--- src/rtl/fpu_pkg.sv ---
// Shared types and constants for the FP add/sub finalize stage: operand classes,
// special-value encodings as functions of the field widths, and flag bit positions.
package fpu_pkg;

  typedef enum logic [1:0] {
    ZERO   = 2'd0,
    INF    = 2'd1,
    NAN    = 2'd2,
    FINITE = 2'd3
  } fp_class_e;

  localparam int FLAG_NAN_IN   = 0;
  localparam int FLAG_OVERFLOW = 1;
  localparam int FLAG_INVALID  = 2;
  localparam int FLAG_W        = 3;

  // Canonical NaN: sign 0, exponent and mantissa all ones.
  function automatic logic [63:0] canon_nan(input int exp_w, input int man_w);
    return (64'd1 << (exp_w + man_w)) - 64'd1;
  endfunction

  // Positive infinity: exponent all ones, mantissa zero.
  function automatic logic [63:0] pos_inf(input int exp_w, input int man_w);
    return ((64'd1 << exp_w) - 64'd1) << man_w;
  endfunction

endpackage

--- src/rtl/fp_classify.sv ---
// Combinational classification of an IEEE754 magnitude (sign excluded) into
// zero / infinity / NaN / finite. Subnormals count as finite.
module fp_classify
  import fpu_pkg::*;
#(
  parameter int EXP_W = 8,
  parameter int MAN_W = 23
) (
  input  logic [EXP_W+MAN_W-1:0] i_mag,
  output fp_class_e              o_class
);

  logic w_exp_ones;
  logic w_exp_zero;
  logic w_man_zero;

  assign w_exp_ones = &i_mag[EXP_W+MAN_W-1:MAN_W];
  assign w_exp_zero = ~|i_mag[EXP_W+MAN_W-1:MAN_W];
  assign w_man_zero = ~|i_mag[MAN_W-1:0];

  always_comb begin
    o_class = FINITE;
    if (w_exp_ones) begin
      o_class = w_man_zero ? INF : NAN;
    end else if (w_exp_zero && w_man_zero) begin
      o_class = ZERO;
    end
  end

endmodule

--- src/rtl/fpu_addsub_finalize.sv ---
// Two-stage valid/ready finalize for FP add/sub: S1 classifies and holds operands,
// S2 picks the special-case or datapath result. Flag outputs exist with FPU_FLAGS_EN.
module fpu_addsub_finalize
  import fpu_pkg::*;
#(
  parameter int EXP_W = 8,
  parameter int MAN_W = 23,
  parameter int W     = 1 + EXP_W + MAN_W
) (
  input  logic         clk,
  input  logic         rst,
  input  logic         in_valid,
  output logic         in_ready,
  input  logic [W-1:0] in1,
  input  logic [W-1:0] in2,
  input  logic [W-1:0] temp_result,
  input  logic [1:0]   qualon,
  output logic         out_valid,
  input  logic         out_ready,
  output logic [W-1:0] result
`ifdef FPU_FLAGS_EN
  ,
  output logic [FLAG_W-1:0] flags
`endif
);

  localparam logic [63:0]  C_NAN64 = canon_nan(EXP_W, MAN_W);
  localparam logic [W-1:0] C_NAN   = C_NAN64[W-1:0];

  fp_class_e w_cls1;
  fp_class_e w_cls2;

  fp_classify #(.EXP_W(EXP_W), .MAN_W(MAN_W)) u_cls1 (
    .i_mag   (in1[W-2:0]),
    .o_class (w_cls1)
  );

  fp_classify #(.EXP_W(EXP_W), .MAN_W(MAN_W)) u_cls2 (
    .i_mag   (in2[W-2:0]),
    .o_class (w_cls2)
  );

  logic         r_s1_full;
  logic [W-1:0] r_s1_in1;
  logic [W-1:0] r_s1_in2;
  logic [W-1:0] r_s1_temp;
  logic [1:0]   r_s1_qualon;
  fp_class_e    r_s1_cls1;
  fp_class_e    r_s1_cls2;

  logic         r_s2_full;
  logic [W-1:0] r_result;

  logic         w_s1_adv;
  logic         w_bypass;
  logic         w_any_nan;
  logic         w_both_inf;
  logic         w_sign_diff;
  logic [W-1:0] w_sel;

  // S1 moves forward whenever S2 is empty or is being drained this cycle.
  assign w_s1_adv  = !r_s2_full || out_ready;
  assign in_ready  = !r_s1_full || w_s1_adv;
  assign out_valid = r_s2_full;
  assign result    = r_result;

  assign w_bypass    = r_s1_qualon[0];
  assign w_any_nan   = (r_s1_cls1 == NAN) || (r_s1_cls2 == NAN);
  assign w_both_inf  = (r_s1_cls1 == INF) && (r_s1_cls2 == INF);
  assign w_sign_diff = r_s1_in1[W-1] ^ r_s1_in2[W-1];

  always_comb begin
    w_sel = r_s1_temp;
    if (w_bypass) begin
      w_sel = r_s1_qualon[1] ? r_s1_in2 : r_s1_in1;
    end else if (w_any_nan) begin
      w_sel = C_NAN;
    end else if (w_both_inf) begin
      w_sel = w_sign_diff ? C_NAN : r_s1_in1;
    end else if (r_s1_cls1 == INF) begin
      w_sel = r_s1_in1;
    end else if (r_s1_cls2 == INF) begin
      w_sel = r_s1_in2;
    end else if ((r_s1_cls1 == ZERO) && (r_s1_cls2 == ZERO)) begin
      w_sel = {r_s1_in1[W-1] & r_s1_in2[W-1], {(W-1){1'b0}}};
    end else if (r_s1_cls1 == ZERO) begin
      w_sel = r_s1_in2;
    end else if (r_s1_cls2 == ZERO) begin
      w_sel = r_s1_in1;
    end
  end

  always_ff @(posedge clk) begin
    if (rst) begin
      r_s1_full <= 1'b0;
    end else if (in_ready) begin
      r_s1_full <= in_valid;
    end
  end

  // Operand payload needs no reset: it is only observed behind r_s1_full.
  always_ff @(posedge clk) begin
    if (in_valid && in_ready) begin
      r_s1_in1    <= in1;
      r_s1_in2    <= in2;
      r_s1_temp   <= temp_result;
      r_s1_qualon <= qualon;
      r_s1_cls1   <= w_cls1;
      r_s1_cls2   <= w_cls2;
    end
  end

  always_ff @(posedge clk) begin
    if (rst) begin
      r_s2_full <= 1'b0;
      r_result  <= '0;
    end else if (w_s1_adv) begin
      r_s2_full <= r_s1_full;
      if (r_s1_full) begin
        r_result <= w_sel;
      end
    end
  end

`ifdef FPU_FLAGS_EN
  localparam logic [63:0]  C_INF64 = pos_inf(EXP_W, MAN_W);
  localparam logic [W-1:0] C_INF   = C_INF64[W-1:0];

  logic              w_snan;
  logic              w_temp_inf;
  logic              w_temp_chosen;
  logic [FLAG_W-1:0] w_flags;
  logic [FLAG_W-1:0] r_flags;

  // Signalling NaN: quiet bit (mantissa MSB) clear; NaN class already guarantees nonzero mantissa.
  assign w_snan = ((r_s1_cls1 == NAN) && !r_s1_in1[MAN_W-1]) ||
                  ((r_s1_cls2 == NAN) && !r_s1_in2[MAN_W-1]);
  assign w_temp_inf    = (r_s1_temp[W-2:0] == C_INF[W-2:0]);
  assign w_temp_chosen = !w_bypass && (r_s1_cls1 == FINITE) && (r_s1_cls2 == FINITE);

  always_comb begin
    w_flags                = '0;
    w_flags[FLAG_INVALID]  = !w_bypass && ((w_both_inf && w_sign_diff) || w_snan);
    w_flags[FLAG_OVERFLOW] = w_temp_chosen && w_temp_inf;
    w_flags[FLAG_NAN_IN]   = !w_bypass && w_any_nan;
  end

  always_ff @(posedge clk) begin
    if (rst) begin
      r_flags <= '0;
    end else if (w_s1_adv && r_s1_full) begin
      r_flags <= w_flags;
    end
  end

  assign flags = r_flags;
`endif

endmodule

--- config.mk ---
export PLATFORM = sky130hd
export DESIGN_NAME = fpu_addsub_finalize
export DESIGN_NICKNAME = d
export VERILOG_FILES = /design/src/rtl/fpu_pkg.sv /design/src/rtl/fp_classify.sv /design/src/rtl/fpu_addsub_finalize.sv
export SDC_FILE = /design/constraint.sdc
export NUM_CORES = 1
export LEC_CHECK = 0
export BUFFER_PORTS_ARGS = -buffer_cell sky130_fd_sc_hd__buf_2
export CORE_MARGIN = 4
export CORE_UTILIZATION = 53
export CTS_BUF_LIST = sky130_fd_sc_hd__clkbuf_4 sky130_fd_sc_hd__clkbuf_8
export CTS_CLUSTER_SIZE = 16
export DETAILED_ROUTE_END_ITERATION = 16
export PLACE_DENSITY = 0.77
export RECOVER_POWER = 50
export SLEW_MARGIN = 20
export SYNTH_ARGS = -nofsm -noshare
export SYNTH_HDL_FRONTEND = slang
export SYNTH_HIERARCHICAL = 1
export SYNTH_SLANG_ARGS = --single-unit
export TNS_END_PERCENT = 10
--- constraint.sdc ---
create_clock -name clk -period 4.4 [get_ports clk]
set_clock_uncertainty 0.05 [all_clocks]
set_input_delay 0.88 -clock clk [delete_from_list [all_inputs] [get_ports clk]]
set_output_delay 0.88 -clock clk [all_outputs]
set_load 0.01 [all_outputs]
* Word level (Yosys, flattened, before mapping)
Cells that the tools add are included.
** Storage, ports and cells
- Register bits :: 136
- Output and inout port bits :: 34
- Word-level logic and storage cells :: 54
** Cells by class
- Equality and inequality tests :: 4
- Mux-type cells :: 16
- Bitwise operators :: 2
- Reductions and logical operators :: 23
** Operator list (count)
- 32-bit two-way mux :: 10
- 23-bit OR reduction :: 2
- 8-bit AND reduction :: 2
- 8-bit OR reduction :: 2
- 2-bit two-way mux :: 6
- 1-bit zero test :: 6
- 1-bit logical AND :: 5
- 2-bit by 1-bit == test with 1-bit output (second input constant) :: 2
- 2-bit == test (second input constant) :: 2
- 2-bit zero test :: 2
- 1-bit logical OR :: 3
- 2-bit AND reduction :: 1
- 1-bit bitwise AND :: 1
- 1-bit bitwise XOR :: 1

* Longest topological paths before layout
Gate-level depths: netlist (run 1).
- Depth after elaboration :: 9
- Mapped depth :: 7

* Cells and area by module
Netlist (run 1), hierarchy kept.
** Modules (own cells, without submodules)
- fpu_addsub_finalize :: instances 1, cells an instance 465, area an instance 6077.1 µm², sequential area each 3743.6 µm²
- fp_classify :: instances 2, cells an instance 17, area an instance 100.1 µm², sequential area each 0.0 µm²

* Least setup slack after synthesis (run 1)
Ideal clock, no wire load.
- Path kind :: input-to-reg
- Start point :: input out_ready
- End point :: register r_s1_cls1[0], enable pin
- Library setup time :: 473 ps
- Arrival time :: 3611 ps
- Required time :: 3877 ps
- Setup slack :: 266 ps
- Stages on the path :: 3
- Buffers on the path :: 0
- Cells stage by stage :: and2b_2 > nand2_1 > and2_1
** On the way
- Cells in the longest elaborated chain, start to end :: 3
** RTL lines
- start, declared :: RTL line fpu_addsub_finalize.sv:19 : input logic out_ready,
- 1-bit logical OR :: RTL line fpu_addsub_finalize.sv:62 : assign w_s1_adv = !r_s2_full || out_ready;
- 1-bit logical OR :: RTL line fpu_addsub_finalize.sv:63 : assign in_ready = !r_s1_full || w_s1_adv;
- net in_ready :: RTL line fpu_addsub_finalize.sv:13 : output logic in_ready,
- 1-bit logical AND :: RTL line fpu_addsub_finalize.sv:103 : if (in_valid && in_ready) begin
- end signal, assigned :: RTL line fpu_addsub_finalize.sv:108 : r_s1_cls1 <= w_cls1;
- end, declared :: RTL line fpu_addsub_finalize.sv:48 : fp_class_e r_s1_cls1;
The timed path passes the listed nets, and every way through them passes these cells.
A chain may end at the register's enable or synchronous reset.

* Worst setup path after layout (run 1)
- Start point :: register r_s1_cls1[1]
- End point :: register r_result[5] (netlist: result[5])
** On the way
- Cells in the longest elaborated chain, start to end :: 8
** RTL lines
- 2-bit zero test :: RTL line fpu_addsub_finalize.sv:84, fpu_addsub_finalize.sv:86
- 32-bit two-way mux or 1-bit logical AND (tied branches) :: RTL line fpu_addsub_finalize.sv:86, fpu_addsub_finalize.sv:84
- 32-bit two-way mux :: RTL line fpu_addsub_finalize.sv:84 : end else if ((r_s1_cls1 == ZERO) && (r_s1_cls2 == ZERO)) begin
- 32-bit two-way mux :: RTL line fpu_addsub_finalize.sv:82 : end else if (r_s1_cls2 == INF) begin
- 32-bit two-way mux :: RTL line fpu_addsub_finalize.sv:80 : end else if (r_s1_cls1 == INF) begin
- 32-bit two-way mux :: RTL line fpu_addsub_finalize.sv:78 : end else if (w_both_inf) begin
- 32-bit two-way mux (*) :: RTL line fpu_addsub_finalize.sv:76 : end else if (w_any_nan) begin
- 32-bit two-way mux (*) :: RTL line fpu_addsub_finalize.sv:74 : if (w_bypass) begin
- end signal, assigned :: RTL line fpu_addsub_finalize.sv:120 : r_result <= w_sel;
- end, declared :: RTL line fpu_addsub_finalize.sv:52 : logic [W-1:0] r_result;
Every way passes the cells marked *; elsewhere a longest branch is shown, timed or not.

==> impl_metrics.json, run 1 <==
{
  "synthesis.area_per_instance_um2": 12.58,
  "status": "finished with violations",
  "design.portCount": 136,
  "synthArstFlopShare": 0,
  "cts_made_buffers": 17,
  "globalRouteTotalUtil": 0.2560,
  "sequential_cell_area_mm2": 0.003744,
  "failed_checks": "max-capacitance violations, max-slew violations",
  "grt_start_max_net_pins": 67,
  "multi_input_comb_area_mm2": 0.002256,
  "ys_types": 41,
  "synthMuxAreaShare": 0.05601,
  "dieHeight_um": 116.8,
  "max_cap_viol_count": 1,
  "combinational_family_with_the_most_area_after_synthesis": "compound AO/OA/AOI/OAI gates",
  "r2r_slack_ps": 1610,
  "most_frequent_cells_in_the_layout": "102 x edfxtp_1, 89 x clkbuf_1, 46 x buf_2",
  "cts_setup_buffers": 0,
  "final_cells": 771,
  "clock_tree_from_tritoncts": "done",
  "synth_adder_area_share": 0.001993,
  "die_area_mm2": 0.01365,
  "number_of_antenna_violations_at_the_first_check_in_global_routing": 0,
  "wl_per_cell_um": 22.08,
  "post_synth_edffs": 102,
  "path_buf_inv": 2,
  "clkLatencyLatePin_ps": 460,
  "drv_slew": 36,
  "clock.fmax_mhz": 358.0,
  "numClockSinks": 136,
  "cts-resized-gates": 0,
  "crit_arrival_ps": 3070,
  "clk_tree_root_cell": "clkbuf_8",
  "synth-compound-area-share": 0.2348,
  "finalWirelength_um": 17020,
  "worst-setup-path-type": "reg -> reg",
  "ys_seq_area_frac": 0.5964,
  "critPathCaptureType": "flip-flop",
  "mostFrequentLayoutCell": "edfxtp_1",
  "register_bit_count_reported_by_yosys": 136,
  "timing.critical_path.required_ps": 4680,
  "place_inst": 739,
  "rows": 39,
  "io_buffer_count": 135,
  "timing.setup.tns_ps": 0,
  "crit_path_max_incr_delay_ps": 750,
  "comb_power_share": 0.097,
  "max-vdd-ir-drop_v": 0.0003325,
  "vias_per_cell": 6.472,
  "cts_buffer_depth": 2,
  "max_slew.worst_pin.slew_ps": 1887,
  "power.net_switching_uw": 697.4,
  "power.density_cell_area_mw_per_mm2": 392.6,
  "drive_gt1_frac": 0.1608,
  "crit_fanout": 33,
  "synth_xor_xnor_area_share": 0,
  "grt_setup_unrepaired": "false",
  "floorplan.initialDensity": 0.5451,
  "worstPathCellList": "inv_2 > o22ai_1 > nor4_4 > buf_4 > a31oi_1",
  "max_slew_margin": -0.2578,
  "grt_overflow_total": 0,
  "hpwl_um": 10720,
  "power.share.clock": 0.370,
  "holdBufCountCts": 0,
  "crit_path_top_delay_cell": "nor4_4",
  "syn_area_mm2": 0.006277,
  "netSwitchingFraction": 0.2455,
  "area_growth_pct": 15.25,
  "setup_viol": 0,
  "numnets_final": 718,
  "grt_first_pass_wirelength_um": 26380,
  "clkTransAtPathRegs_ps": 90,
  "path_delay_family": "buffers and inverters",
  "final_period_minus_worst_setup_slack_ps": 2793,
  "drt_iter0_drc": 630,
  "yosys_warns": 6,
  "dieWidth_um": 116.8,
  "post-route-period-util": 0.6348,
  "num_antenna_cells": 0,
  "synth_nets": 602,
  "synth_top_flop_cell": "edfxtp_1",
  "drt_drc_violations_left": 0,
  "netlist_instances": 499,
  "pwr-share-seq": 0.533,
  "global_placement_routability_congestion": 0.8076,
  "core-area_mm2": 0.01152,
  "worst_hold_path_type": "in -> reg",
  "post_synth_and_or_nand_nor_area_fraction": 0.06578,
  "num_vias": 4990,
  "p_int_uw": 2143,
  "drt.antenna.violating_nets": 0,
  "total_leakage_power_uw": 0.002606,
  "critical_path.startpoint_type": "flip-flop",
  "fillerInstances": 951,
  "finalHoldViolations": 0,
  "detailedRoute.firstPassIterationCount": 6,
  "grt_pass1_vias": 5016,
  "cts_htree_levels": 4
}
[routing by layer]
layer	GRT usage	part of all wire
met5	0	0
met1	0.3344	0.40
met4	0.1070	0.021
met3	0.06118	0.089
met2	0.4122	0.49
[final timing paths]
| kind | to | startpoint | cells past startpoint |
|---|---|---|---|
| min | r_s1_temp[30] | temp_result[30] | 1 |
| min reg2reg | result[31] | result[31] | 2 |
| max | result[5] | r_s1_cls1[1] | 5 |
| max reg2reg | result[5] | r_s1_cls1[1] | 5 |
[state kept, by name, summed over array words and instances (netlist names)]
signal       count
out_valid        1
r_s1_cls1        2
r_s1_cls2        2
r_s1_full        1
r_s1_in1        32
r_s1_in2        32
r_s1_qualon      2
r_s1_temp       32
result          32
[area by class of cell]
type,count,area share
clock inverters,13,0.02145
inverters,5,0.002767
flip-flops and latches,136,0.5175
multi-input cells,311,0.3118
well taps,143,0.02473
clock buffers,19,0.03442
repair buffers,144,0.08734
[power groups by stage]
stage / clock (uW) / sequential [uW] / combinational [uW]
floorplan: 0 / 1540 / 162
global placement: 0 / 1540 / 276
detailed placement: 0 / 1540 / 285
CTS: 1060 / 1510 / 287
global route: 1120 / 1520 / 304
finish: 1050 / 1510 / 275
[synthesized netlist by cell type (all sizes together) (22+ instances only)]
library cell  instances  area, um2
mux2i                34      340.3
dfxtp                34      680.7
a31oi                31      231.5
a22oi                31      232.7
a21oi                33      165.2
edfxtp              102       3063
clkbuf               22      82.58
a311o                31      310.3
buf                  23      155.1
o211ai               31      232.7
nand2                35      131.4
a21o                 31      232.7
[kinds of logic (layout without fill, tap and decap cells)]
kind of cell / after synthesis / in the layout
DFF: 136 / 136
AOI/OAI and AO/OA: 196 / 196
adders and majority gates: 1 / 1
and+or+nand+nor: 79 / 79
buffers and inverters: 52 / 181
muxes: 35 / 35
[stage by stage]
stage	hold slack (ps)	util	setup slack, ps	cell area [um2]	total power (uW)
3_3_place_gp	499.6	0.6028	1438	6942	1812
3_5_place_dp	529.8	0.6028	1385	6942	1825
2_1_floorplan	500.5	-	266.1	6277	1702
4_1_cts	521.3	0.6379	1627	7346	2862
5_1_grt	510.7	0.6282	1429	7234	2948
6_report	535.2	0.6282	1607	7234	2840
Power figures use the tool's default switching activity.
==> inputs of run 2 (changes only) <==
--- a/config.mk
+++ b/config.mk
@@ -7,11 +7,11 @@
 export LEC_CHECK = 0
 export BUFFER_PORTS_ARGS = -buffer_cell sky130_fd_sc_hd__buf_2
 export CORE_MARGIN = 4
-export CORE_UTILIZATION = 53
+export CORE_UTILIZATION = 51
 export CTS_BUF_LIST = sky130_fd_sc_hd__clkbuf_4 sky130_fd_sc_hd__clkbuf_8
 export CTS_CLUSTER_SIZE = 16
 export DETAILED_ROUTE_END_ITERATION = 16
-export PLACE_DENSITY = 0.77
+export PLACE_DENSITY = 0.78
 export RECOVER_POWER = 50
 export SLEW_MARGIN = 20
 export SYNTH_ARGS = -nofsm -noshare
==> constraint.sdc (replaced) <==
create_clock -name clk -period 2.5 [get_ports clk]
set_clock_uncertainty 0.05 [all_clocks]
set_input_delay 0.5 -clock clk [delete_from_list [all_inputs] [get_ports clk]]
set_output_delay 0.5 -clock clk [all_outputs]
set_load 0.01 [all_outputs]
==> run 2 against run 1 <==
Compared with the run above:
- the run now ends clean
- wire length shrank 1.6%
- combinational power up 76%
- sequential share of layout area fell by 0.51 points
- total power increased by 73%
==> impl_metrics.json, run 2 (synthesis results as in run 1) <==
{
  "vias_per_cell": 6.445,
  "numnets_final": 724,
  "critPathCaptureType": "flip-flop",
  "core-area_mm2": 0.01201,
  "groute.layer.met2.usage": 0.3840,
  "dieWidth_um": 118.9,
  "max_slew.worst_pin.slew_ps": 1103,
  "clock.fmax_mhz": 472.0,
  "drive_gt1_frac": 0.1940,
  "power.density_cell_area_mw_per_mm2": 672.2,
  "clkTransAtPathRegs_ps": 80,
  "grt_pass1_vias": 5108,
  "cts_made_buffers": 17,
  "floorplan.initialDensity": 0.5226,
  "mostFrequentLayoutCell": "edfxtp_1",
  "dieHeight_um": 118.9,
  "clkLatencyLatePin_ps": 440,
  "cts_htree_levels": 4,
  "area_growth_pct": 16.38,
  "finalHoldViolations": 0,
  "design.portCount": 136,
  "grt_met1_use": 0.2916,
  "num_vias": 5040,
  "worst-setup-path-type": "reg -> reg",
  "p_total_uw": 4911,
  "globalRouteTotalUtil": 0.2358,
  "timing.setup.tns_ps": 0,
  "cts_setup_buffers": 0,
  "drt.antenna.violating_nets": 0,
  "holdBufCountCts": 0,
  "clock_tree_from_tritoncts": "done",
  "cts_buffer_depth": 2,
  "wl_per_cell_um": 21.43,
  "post-route-period-util": 0.8474,
  "status": "complete, no violations",
  "clk_tree_root_cell": "clkbuf_8",
  "grt_start_max_net_pins": 53,
  "whs_ps": 179.2,
  "grt_util_met3": 0.05128,
  "crit_arrival_ps": 2130,
  "most_frequent_cells_in_the_layout": "102 x edfxtp_1, 74 x clkbuf_1, 62 x buf_2",
  "max_slew_margin": 0.2645,
  "number_of_antenna_violations_at_the_first_check_in_global_routing": 1,
  "max_cap_viol_count": 0,
  "global_placement_routability_congestion": 0.8715,
  "numClockSinks": 136,
  "timing.critical_path.required_ps": 2510,
  "critical_path.startpoint_type": "flip-flop",
  "grt_first_pass_wirelength_um": 26150,
  "worst_hold_path_type": "in -> reg",
  "final_period_minus_worst_setup_slack_ps": 2118,
  "hpwl_um": 11230,
  "grt_setup_unrepaired": "false",
  "grt_overflow_total": 0,
  "drt_drc_violations_left": 0,
  "total_leakage_power_uw": 0.002682,
  "max-vdd-ir-drop_v": 0.0004542,
  "drt_iter0_drc": 569,
  "cts-resized-gates": 0,
  "rows": 40,
  "io_buffer_count": 135,
  "detailedRoute.firstPassIterationCount": 5,
  "setup_viol": 0,
  "die_area_mm2": 0.01415,
  "finalWirelength_um": 16760,
  "crit_fanout": 50,
  "drv_slew": 0,
  "fillerInstances": 994,
  "r2r_slack_ps": 380,
  "busiest_layer": "met2"
}
[run 2: power breakdown]
part	switching, uW	internal [uW]
Combinational	278	206
Sequential	96.5	2580
Clock	840	915
[run 2: routing by layer]
metal  vias up  wire length (um)
li1       2270                 -
met1      2409              6581
met2       308              8098
met3        53              1463
met4         0               612
met5         -                 0
[run 2: path summary, 6_finish.rpt]
path	startpoint	end	cells after the start
max	out_valid	r_s1_in2[17]	4
min	temp_result[30]	r_s1_temp[30]	1
max reg2reg	out_valid	r_s1_in2[17]	4
min reg2reg	result[4]	result[4]	3
[run 2: cell type report]
cell class	count	area [um2]	area share
flip-flops and latches	136	3744	0.5124
diodes	1	2.502	0.0003425
well taps	147	183.9	0.02518
inverters	5	20.02	0.002740
clock inverters	12	128.9	0.01764
repair buffers	150	714.4	0.09779
clock buffers	20	256.5	0.03511
multi-input cells	311	2256	0.3088
[run 2: per-stage QoR]
stage	instances	setup WS (ps)	area (um2)	utilization
after floorplan	499	410.0	6280	-
after global placement	749	467.4	7029	0.5852
after global routing	782	233.2	7306	0.6082
final	782	381.5	7306	0.6082
after CTS	781	446.7	7415	0.6173
after detailed placement	749	470.4	7029	0.5852
[run 2: critical path, cell delays in order, from the launching register on]
cell and delay, ps:
dfxtp_1 350, and2b_2 220, nand2_1 90, and2_4 160
buf_2 840
